[src/rtl/adc_pkg.sv]
// Shared constants and types for the ADC sample path.
// Width, channel encodings and the signed sample type.
package adc_pkg;

  localparam int ADC_DATA_W = 24;

  localparam logic CH1 = 1'b0;
  localparam logic CH2 = 1'b1;

  typedef logic signed [ADC_DATA_W-1:0] sample_t;

endpackage

[src/rtl/avg_out_fifo.sv]
// Two-entry result FIFO between the averager and its consumer.
// A pop in the same cycle frees the slot for a push when full.
module avg_out_fifo #(
  parameter int W = 25
) (
  input  logic         clk,
  input  logic         rst,
  input  logic         clear,
  input  logic         push,
  input  logic [W-1:0] din,
  input  logic         pop,
  output logic [W-1:0] dout,
  output logic         full,
  output logic         empty
);

  logic [W-1:0] mem [2];
  logic         rd_ptr;
  logic         wr_ptr;
  logic [1:0]   count;
  logic         do_pop;
  logic         do_push;

  assign full    = (count == 2'd2);
  assign empty   = (count == 2'd0);
  assign do_pop  = pop && !empty;
  assign do_push = push && (!full || do_pop);
  assign dout    = mem[rd_ptr];

  always_ff @(posedge clk or posedge rst) begin
    if (rst) begin
      mem[0] <= '0;
      mem[1] <= '0;
      rd_ptr <= 1'b0;
      wr_ptr <= 1'b0;
      count  <= 2'd0;
    end else if (clear) begin
      // Head slot is left untouched so dout holds its last value.
      wr_ptr <= rd_ptr;
      count  <= 2'd0;
    end else begin
      if (do_push) begin
        mem[wr_ptr] <= din;
        wr_ptr      <= ~wr_ptr;
      end
      if (do_pop)
        rd_ptr <= ~rd_ptr;
      unique case (1'b1)
        do_push && !do_pop: count <= count + 2'd1;
        do_pop && !do_push: count <= count - 2'd1;
        default:            count <= count;
      endcase
    end
  end

endmodule

[src/rtl/adc_sample_averager.sv]
// Per-channel boxcar averager for the dual-channel ADC stream.
// Emits one floor-rounded mean per 2^AVG_LOG2 samples into a 2-deep buffer.
module adc_sample_averager
  import adc_pkg::*;
#(
  parameter int DATA_W   = ADC_DATA_W,
  parameter int AVG_LOG2 = 3
) (
  input  logic              clk,
  input  logic              rst,
  input  logic [DATA_W-1:0] in_data,
  input  logic              in_channel,
  input  logic              in_valid,
  input  logic              enable,
  input  logic              clear,
  output logic [DATA_W-1:0] out_data,
  output logic              out_channel,
  output logic              out_valid,
  input  logic              out_ready,
  output logic              overrun,
  output logic              busy
);

  localparam int N  = 1 << AVG_LOG2;
  localparam int AW = DATA_W + AVG_LOG2;
  localparam int CW = (AVG_LOG2 > 0) ? AVG_LOG2 : 1;
  localparam logic [CW-1:0] LAST = CW'(N - 1);

  logic signed [AW-1:0]     acc [2];
  logic [CW-1:0]            cnt [2];
  logic [CW-1:0]            cnt_nxt [2];
  logic                     ch;
  logic                     accept;
  logic                     last;
  logic signed [AW-1:0]     sext;
  logic signed [AW-1:0]     sum;
  logic signed [DATA_W-1:0] avg;
  logic                     push;
  logic                     pop;
  logic                     full;
  logic                     empty;
  logic [DATA_W:0]          head;

  always_comb begin
    ch     = (in_channel == CH2);
    accept = in_valid && enable && !clear;
    sext   = AW'($signed(in_data));
    sum    = acc[ch] + sext;
    // Arithmetic shift floors negative means.
    avg    = DATA_W'(sum >>> AVG_LOG2);
    last   = (AVG_LOG2 == 0) || (cnt[ch] == LAST);
    push   = accept && last;
    cnt_nxt[0] = cnt[0];
    cnt_nxt[1] = cnt[1];
    if (accept)
      cnt_nxt[ch] = last ? '0 : cnt[ch] + 1'b1;
  end

  always_ff @(posedge clk or posedge rst) begin
    if (rst) begin
      acc[0] <= '0;
      acc[1] <= '0;
      cnt[0] <= '0;
      cnt[1] <= '0;
      busy   <= 1'b0;
    end else if (clear) begin
      acc[0] <= '0;
      acc[1] <= '0;
      cnt[0] <= '0;
      cnt[1] <= '0;
      busy   <= 1'b0;
    end else begin
      if (accept)
        acc[ch] <= last ? '0 : sum;
      cnt[0] <= cnt_nxt[0];
      cnt[1] <= cnt_nxt[1];
      busy   <= (cnt_nxt[0] != '0) || (cnt_nxt[1] != '0);
    end
  end

  assign pop = out_ready && !empty;

  always_ff @(posedge clk or posedge rst) begin
    if (rst)
      overrun <= 1'b0;
    else if (clear)
      overrun <= 1'b0;
    else if (push && full && !pop)
      overrun <= 1'b1;
  end

  avg_out_fifo #(
    .W (DATA_W + 1)
  ) u_fifo (
    .clk   (clk),
    .rst   (rst),
    .clear (clear),
    .push  (push),
    .din   ({in_channel, avg}),
    .pop   (pop),
    .dout  (head),
    .full  (full),
    .empty (empty)
  );

  assign out_valid   = !empty;
  assign out_channel = head[DATA_W];
  assign out_data    = head[DATA_W-1:0];

endmodule

[config.mk]
export PLATFORM = sky130hd
export DESIGN_NAME = adc_sample_averager
export DESIGN_NICKNAME = d
export VERILOG_FILES = /design/src/rtl/adc_pkg.sv /design/src/rtl/avg_out_fifo.sv /design/src/rtl/adc_sample_averager.sv
export SDC_FILE = /design/constraint.sdc
export NUM_CORES = 1
export LEC_CHECK = 0
export BUFFER_PORTS_ARGS = -buffer_cell sky130_fd_sc_hd__buf_2
export CAP_MARGIN = 20
export CORE_UTILIZATION = 35
export CTS_BUF_LIST = sky130_fd_sc_hd__clkbuf_8 sky130_fd_sc_hd__clkbuf_16
export DETAILED_ROUTE_END_ITERATION = 7
export PLACE_DENSITY = 0.51
export SLEW_MARGIN = 30
export SYNTH_ARGS = -nofsm -noshare
export SYNTH_HDL_FRONTEND = slang
export SYNTH_SLANG_ARGS = --single-unit
[constraint.sdc]
create_clock -name clk -period 4.65 [get_ports clk]
set_input_delay 0 -clock clk [delete_from_list [all_inputs] [get_ports clk]]
set_output_delay 0 -clock clk [all_outputs]
set_load 0.01 [all_outputs]
==> impl_metrics.csv, run 1 <==
group,metric,value,unit
critical_path,cp_slowest_cell,"a311oi_1",
global_route,grt_pass1_vias,5710,
critical_path,end_kind,"register",
route,drt_first_iter_violations,369,
finish,fillCellCount,1845,
run,cap_violations,0,
clock_tree,clock-sinks,116,
floorplanning,die_x,142,um
outcome,status,"finished, final reports clean",
finish,nets,811,
clock_tree,cts_tree,"done",
finish,final_util,42.3,%
place,placed_area,7420,um2
hold_path,min_path_cells,3,
critical_path,critPathMaxFanout,4,
finish,multi_input_area,3780,um2
critical_path,r2r_slack,1.45,ns
clock_tree,cts_setup_buffers,0,
yosys,ys_ff_latch,116,
route,dr.pass1.iters,5,
critical_path,timing.rr.start,"acc[1]",
critical_path,reg2reg_depth,8,
critical_path,crit_chain,"mux2_2 > ha_1 > a211oi_1 > o211ai_1 > a311oi_1 > a21oi_1 > a211oi_1 > mux2_2",
floorplanning,core-area,19000,um2
route,drc,0,
yosys,syn_area_per_cell,9.81,um2
route,antenna_left,0,
yosys,syn_inst,700,
global_route,grt_use_total,20.2,%
critical_path,crit_family,"compound AO/OA/AOI/OAI gates",
critical_path,critPathBufInv,0,
critical_path,worstSetupPathType,"register to register",
critical_path,cp_data_arrival_time,3.55,ns
critical_path,start_kind,"register",
yosys,synth-async-reset-ratio,100,%
clock_tree,clockBufferDepth,2,
clock_tree,htree_levels,4,
clock_tree,cts_resized,0,
global_route,antenna_found_initial,0,
timing,finalSetupViolCount,0,
yosys,synth_area_leader_cell,"dfrtp_1",
yosys,synthDominantCellAreaShare,42.3,%
timing,min_period,3.20,ns
yosys,ys.flop_type,"dfrtp_1",
floorplanning,start_util,36.2,%
floorplanning,ios,59,
global_route,grt_max_degree,70,
clock_tree,insertion_delay,0.41,ns
critical_path,slowest_delay,0.71,ns
finish,ff_latch_area,2900,um2
timing,hold_viol_final,0,
timing,final.setup.worst_slack,1.45,ns
finish,drive_gt1_share,23.7,%
yosys,netlist_top_cells_area,"dfrtp_1 (42%), mux2_2 (12%), nand2_1 (5.9%), ha_1 (5.1%), a22o_1 (3.4%)",
route,vias,5633,
timing,fin_skew,0.00832,ns
pwr,power_density,329,nW/um2
yosys,synth_seq_area_share,42.3,%
yosys,synth_cell_types,58,
timing,max-slew-margin-rel,45.0,%
yosys,synth_edf_count,0,
yosys,yosys_warnings,0,
finish,antenna_cells,0,
timing,finalSetupTns,0,ns
clock_tree,cts-root-buf,"clkbuf_16",
timing,period_share,68.8,%
floorplanning,dieArea,20200,um2
yosys,synthMuxAreaShare,13.6,%
yosys,synth-adder-area-share,5.40,%
clock_tree,cts_made_buffers,17,
timing,report.final.slew_viol_count,0,
yosys,synth_fp_nets,760,
place,gp_congestion,0.870,
hold_path,min_to,"acc[27]",
critical_path,startpoint,"acc[1]",
yosys,synth_xor_area_share,2.55,%
place,dp_hpwl,13.4,mm
yosys,syn-cell-area,6860,um2
yosys,synth_top_family_by_area,"compound AO/OA/AOI/OAI gates",
global_route,grt_pass1_wl,31.1,mm
floorplanning,rows,50,
finish,design_area,8010,um2
pwr,leakagePower,3.88,nW
hold_path,hp-class,"input port to register",
route,routedWlPerCell,19.0,um
finish,syn_to_final_growth,16.7,%
yosys,yosys.area_share.simple,14.0,%
critical_path,r2r-end,"u_fifo.mem[45]",
floorplanning,die_h,142,um
yosys,synth_compound_gate_area_share,19.2,%
critical_path,cp.depth,8,
global_route,gr-total-overflow,0,
pwr,max-vdd-ir-drop,0.000256,V
clock_tree,ctsHoldBuffers,3,
place,post-place-ws,0.885,ns
place,io_buffers,58,
route,drt-vias-per-instance,5.51,
route,routed_wirelength,19.5,mm
timing,clock.fmax,313,MHz
timing,grt_setup_unrepaired,"false",
critical_path,crit_required,5.00,ns
clock_tree,clk_pin_slew,0.05,ns
timing,worst_slew_pin_slew,0.825,ns
hold_path,hp-start,"in_data[0]",
## power by group
part / internal [mW] / leakage [nW] / switching (mW)
Clock: 0.789 / 0.296 / 0.447
Sequential: 1.03 / 1.60 / 0.0182
Combinational: 0.122 / 1.98 / 0.224
## layer usage
| layer | global-route usage [%] | routed length (um) | vias up |
|---|---|---|---|
| li1 | - | - | 2690 |
| met1 | 26.8 | 9000 | 2786 |
| met2 | 33.2 | 9350 | 135 |
| met3 | 3.50 | 786 | 22 |
| met4 | 6.73 | 319 | 0 |
| met5 | 0 | 0 | - |
## sequential cells by signal (all words and copies together), names as in the netlist
| name | flops |
|---|---|
| acc | 54 |
| busy | 1 |
| cnt | 6 |
| overrun | 1 |
| u_fifo.count | 2 |
| u_fifo.mem | 50 |
| u_fifo.rd_ptr | 1 |
| u_fifo.wr_ptr | 1 |
## logic make-up after synthesis
kind of cell	after synthesis
AND/OR/NAND/NOR	210
adder cells (fa/ha/maj)	29
flip-flops	116
AO/OA/AOI/OAI	191
multiplexers	84
buffers and inverters	50
XOR/XNOR	20
## worst max path at each step
stage / endpoint / slack [ns]
after floorplan: acc[25] / 1.54
after global placement: acc[15] / 0.92
after detailed placement: acc[15] / 0.89
after CTS: acc[15] / 1.31
after global routing: u_fifo.mem[12] / 1.25
final: u_fifo.mem[45] / 1.45
## synth_stat cells (all sizes together), types with 2 or more instances
cell     number
o211a         2
ha           28
o21ba         2
nand2b        3
o22ai         4
and4          3
nor3         13
nor4          2
xor2          7
o31a          2
a22oi         4
inv          10
xnor2        13
buf           6
nor2b         6
o211ai        5
nand3        12
dfrtp       116
nor2         35
nand4b        3
or4           4
a211o         5
o31ai        11
a211oi        8
a22o         27
or3           3
nand2       107
o2111ai       7
a31o          3
and2          6
mux2         72
a21o          8
mux2i        12
clkbuf       34
a21oi        37
a31oi         5
o21ai        42
a32o          6
o21a          4
o21bai        3
nand4         9
## layout make-up
type / instances / share of cell area (%)
Multi-Input combinational cell: 534 / 47.1
Sequential cell: 116 / 36.2
Clock inverter: 9 / 0.812
Timing Repair Buffer: 72 / 5.06
Inverter: 10 / 0.531
Clock buffer: 22 / 6.17
Tap cell: 260 / 4.06
## placed cells by master (no fill, tap or decap), types with 13 or more instances in the layout
master,count
o21ai_0,41
a21oi_1,37
clkbuf_16,17
dfrtp_1,115
nand2_1,107
inv_1,15
nor2_1,34
a22o_1,27
xnor2_1,13
buf_2,57
ha_1,28
mux2_2,72
## worst register-to-register path, cell delays in order, from the launching register on
cell and delay (ns):
dfrtp_1 0.38, mux2_2 0.30, ha_1 0.30, a211oi_1 0.34
o211ai_1 0.14, a311oi_1 0.71, a21oi_1 0.20, a211oi_1 0.52
mux2_2 0.26
## stage by stage
stage / hold slack (ns) / power (mW) / cells
5_1_grt: 0.0402 / 2.75 / 1023
3_3_place_gp: 0.244 / 1.41 / 989
4_1_cts: 0.0107 / 2.66 / 1023
6_report: 0.0401 / 2.63 / 1023
2_1_floorplan: 0.189 / 1.31 / 700
3_5_place_dp: 0.260 / 1.41 / 989
Power figures use the tool's default switching activity.
==> inputs of run 2 (changes only) <==
- clock period: 4.65 -> 3.4 ns (I/O delays scaled with it)
==> run 2 against run 1 <==
Total power up 41%. Critical endpoint is now u_fifo.mem[41]. Critical path type unchanged. Die area did not move. Final cell count rose by 2.1%. Via count rose by 2.0%. Design area rose by 2.3%. Flip-flop and latch count unchanged.
==> impl_metrics.csv, run 2 (same netlist as run 1, synthesis figures left out) <==
group,metric,value,unit
outcome,status,"finished, final reports clean",
timing,finalSetupTns,0,ns
finish,regMostFlops,"acc",
hold_path,min_path_cells,3,
route,drt_first_iter_violations,401,
critical_path,end_kind,"register",
critical_path,cp_data_arrival_time,3.31,ns
critical_path,critPathBufInv,0,
pwr,power_density,452,nW/um2
finish,reg.largest.list,"acc x54, u_fifo.mem x50, cnt x6",
finish,syn_to_final_growth,19.4,%
route,vias,5747,
critical_path,slowest_delay,0.57,ns
critical_path,crit_family,"compound AO/OA/AOI/OAI gates",
pwr,leakagePower,3.98,nW
place,dp_hpwl,14.1,mm
clock_tree,clk_pin_slew,0.06,ns
timing,clock.fmax,332,MHz
finish,drive_gt1_share,26.0,%
place,io_buffers,58,
global_route,grt_pass1_vias,5776,
finish,layout_common_cells,"dfrtp_1 (116), nand2_1 (107), mux2_2 (72), buf_2 (58), o21ai_0 (41)",
floorplanning,start_util,36.2,%
floorplanning,core-area,19000,um2
clock_tree,ctsHoldBuffers,4,
finish,final_common_cell,"dfrtp_1",
timing,finalSetupViolCount,0,
clock_tree,htree_levels,4,
floorplanning,die_x,142,um
global_route,antenna_found_initial,0,
clock_tree,cts_resized,0,
place,gp_congestion,0.862,
finish,antenna_cells,0,
clock_tree,insertion_delay,0.42,ns
route,antenna_left,0,
global_route,grt_use_total,20.8,%
finish,nets,832,
hold_path,hp-class,"input port to register",
clock_tree,cts_made_buffers,17,
route,drc,0,
route,drt-vias-per-instance,5.50,
global_route,gr-total-overflow,0,
critical_path,reg2reg_depth,8,
floorplanning,rows,50,
hold_path,min_to,"overrun",
timing,max-slew-margin-rel,44.2,%
critical_path,timing.rr.start,"acc[10]",
floorplanning,ios,59,
pwr,max-vdd-ir-drop,0.000355,V
timing,min_period,3.01,ns
critical_path,worstSetupPathType,"register to register",
timing,grt_setup_unrepaired,"false",
timing,fin_skew,0.00877,ns
critical_path,crit_path_frequent_cell,"nor2_1",
clock_tree,cts-root-buf,"clkbuf_16",
critical_path,r2r_slack,0.39,ns
critical_path,cp_slowest_cell,"a21oi_1",
clock_tree,cts_setup_buffers,0,
floorplanning,dieArea,20200,um2
timing,period_share,88.6,%
global_route,grt_pass1_wl,31.8,mm
hold_path,hp-start,"in_valid",
clock_tree,clock-sinks,116,
finish,largest_register_ff_count,54,
route,dr.pass1.iters,5,
global_route,grt_max_degree,63,
timing,hold_ws,0.102,ns
timing,report.final.slew_viol_count,0,
clock_tree,clockBufferDepth,2,
critical_path,start_kind,"register",
route,routedWlPerCell,19.0,um
critical_path,r2r-end,"u_fifo.mem[41]",
critical_path,crit_required,3.69,ns
clock_tree,cts_tree,"done",
timing,hold_viol_final,0,
floorplanning,die_h,142,um
critical_path,crit_chain,"mux2_2 > ha_1 > o21ai_0 > a211oi_1 > nor2_1 > a21oi_1 > nor2_1 > a311o_1",
timing,worst_slew_pin_slew,0.837,ns
route,routed_wirelength,19.8,mm
run,cap_violations,0,
critical_path,critPathMaxFanout,7,
run 2: final cells by class:
type                       count  area (um2)
fill                        1830       10800
multi-input combinational    534        3780
sequential                   116        2900
timing repair buffer          93         576
clock buffer                  20         467
tap                          260         325
clock inverter                11         111
inverter                      10        40.0
run 2: per-layer routing:
| layer | part of all wire, % | wire (um) | GRT usage, % |
|---|---|---|---|
| met5 | 0 | 0 | 0 |
| met2 | 48 | 9530 | 33.7 |
| met4 | 0.97 | 192 | 5.94 |
| met3 | 4.4 | 875 | 4.44 |
| met1 | 47 | 9240 | 27.8 |
run 2: worst register-to-register path, cell delays in order, from the launching register on:
cell and delay [ns]:
dfrtp_1 0.38, mux2_2 0.29, ha_1 0.41, o21ai_0 0.13, a211oi_1 0.40, nor2_1 0.22
a21oi_1 0.57, nor2_1 0.14, a311o_1 0.35
run 2: per-stage QoR:
stage               area (um2)  std cells  worst slack [ns]  total power [mW]  utilization, %
global placement          7580       1009             0.219              1.94            40.0
floorplan                 6860        700             0.287              1.79               -
CTS                       8200       1044             0.416              3.74            43.2
detailed placement        7580       1009             0.159              1.95            40.0
global route              8200       1044             0.207              3.87            43.2
finish                    8200       1044             0.386              3.71            43.2
run 2: worst max path at each step:
| stage | startpoint | end | slack, ns | depth (start not counted) |
|---|---|---|---|---|
| after floorplan | in_channel | acc[25] | 0.29 | 11 |
| after global placement | in_channel | u_fifo.mem[46] | 0.22 | 10 |
| after detailed placement | in_channel | u_fifo.mem[23] | 0.16 | 10 |
| after CTS | acc[30] | u_fifo.mem[47] | 0.42 | 8 |
| after global routing | acc[29] | acc[47] | 0.21 | 8 |
| final | acc[10] | u_fifo.mem[41] | 0.39 | 8 |
run 2: power by group:
group	switching, mW	internal (mW)	leakage, nW
registers	0.0198	1.41	1.61
logic	0.315	0.186	2.08
clock network	0.650	1.12	0.290
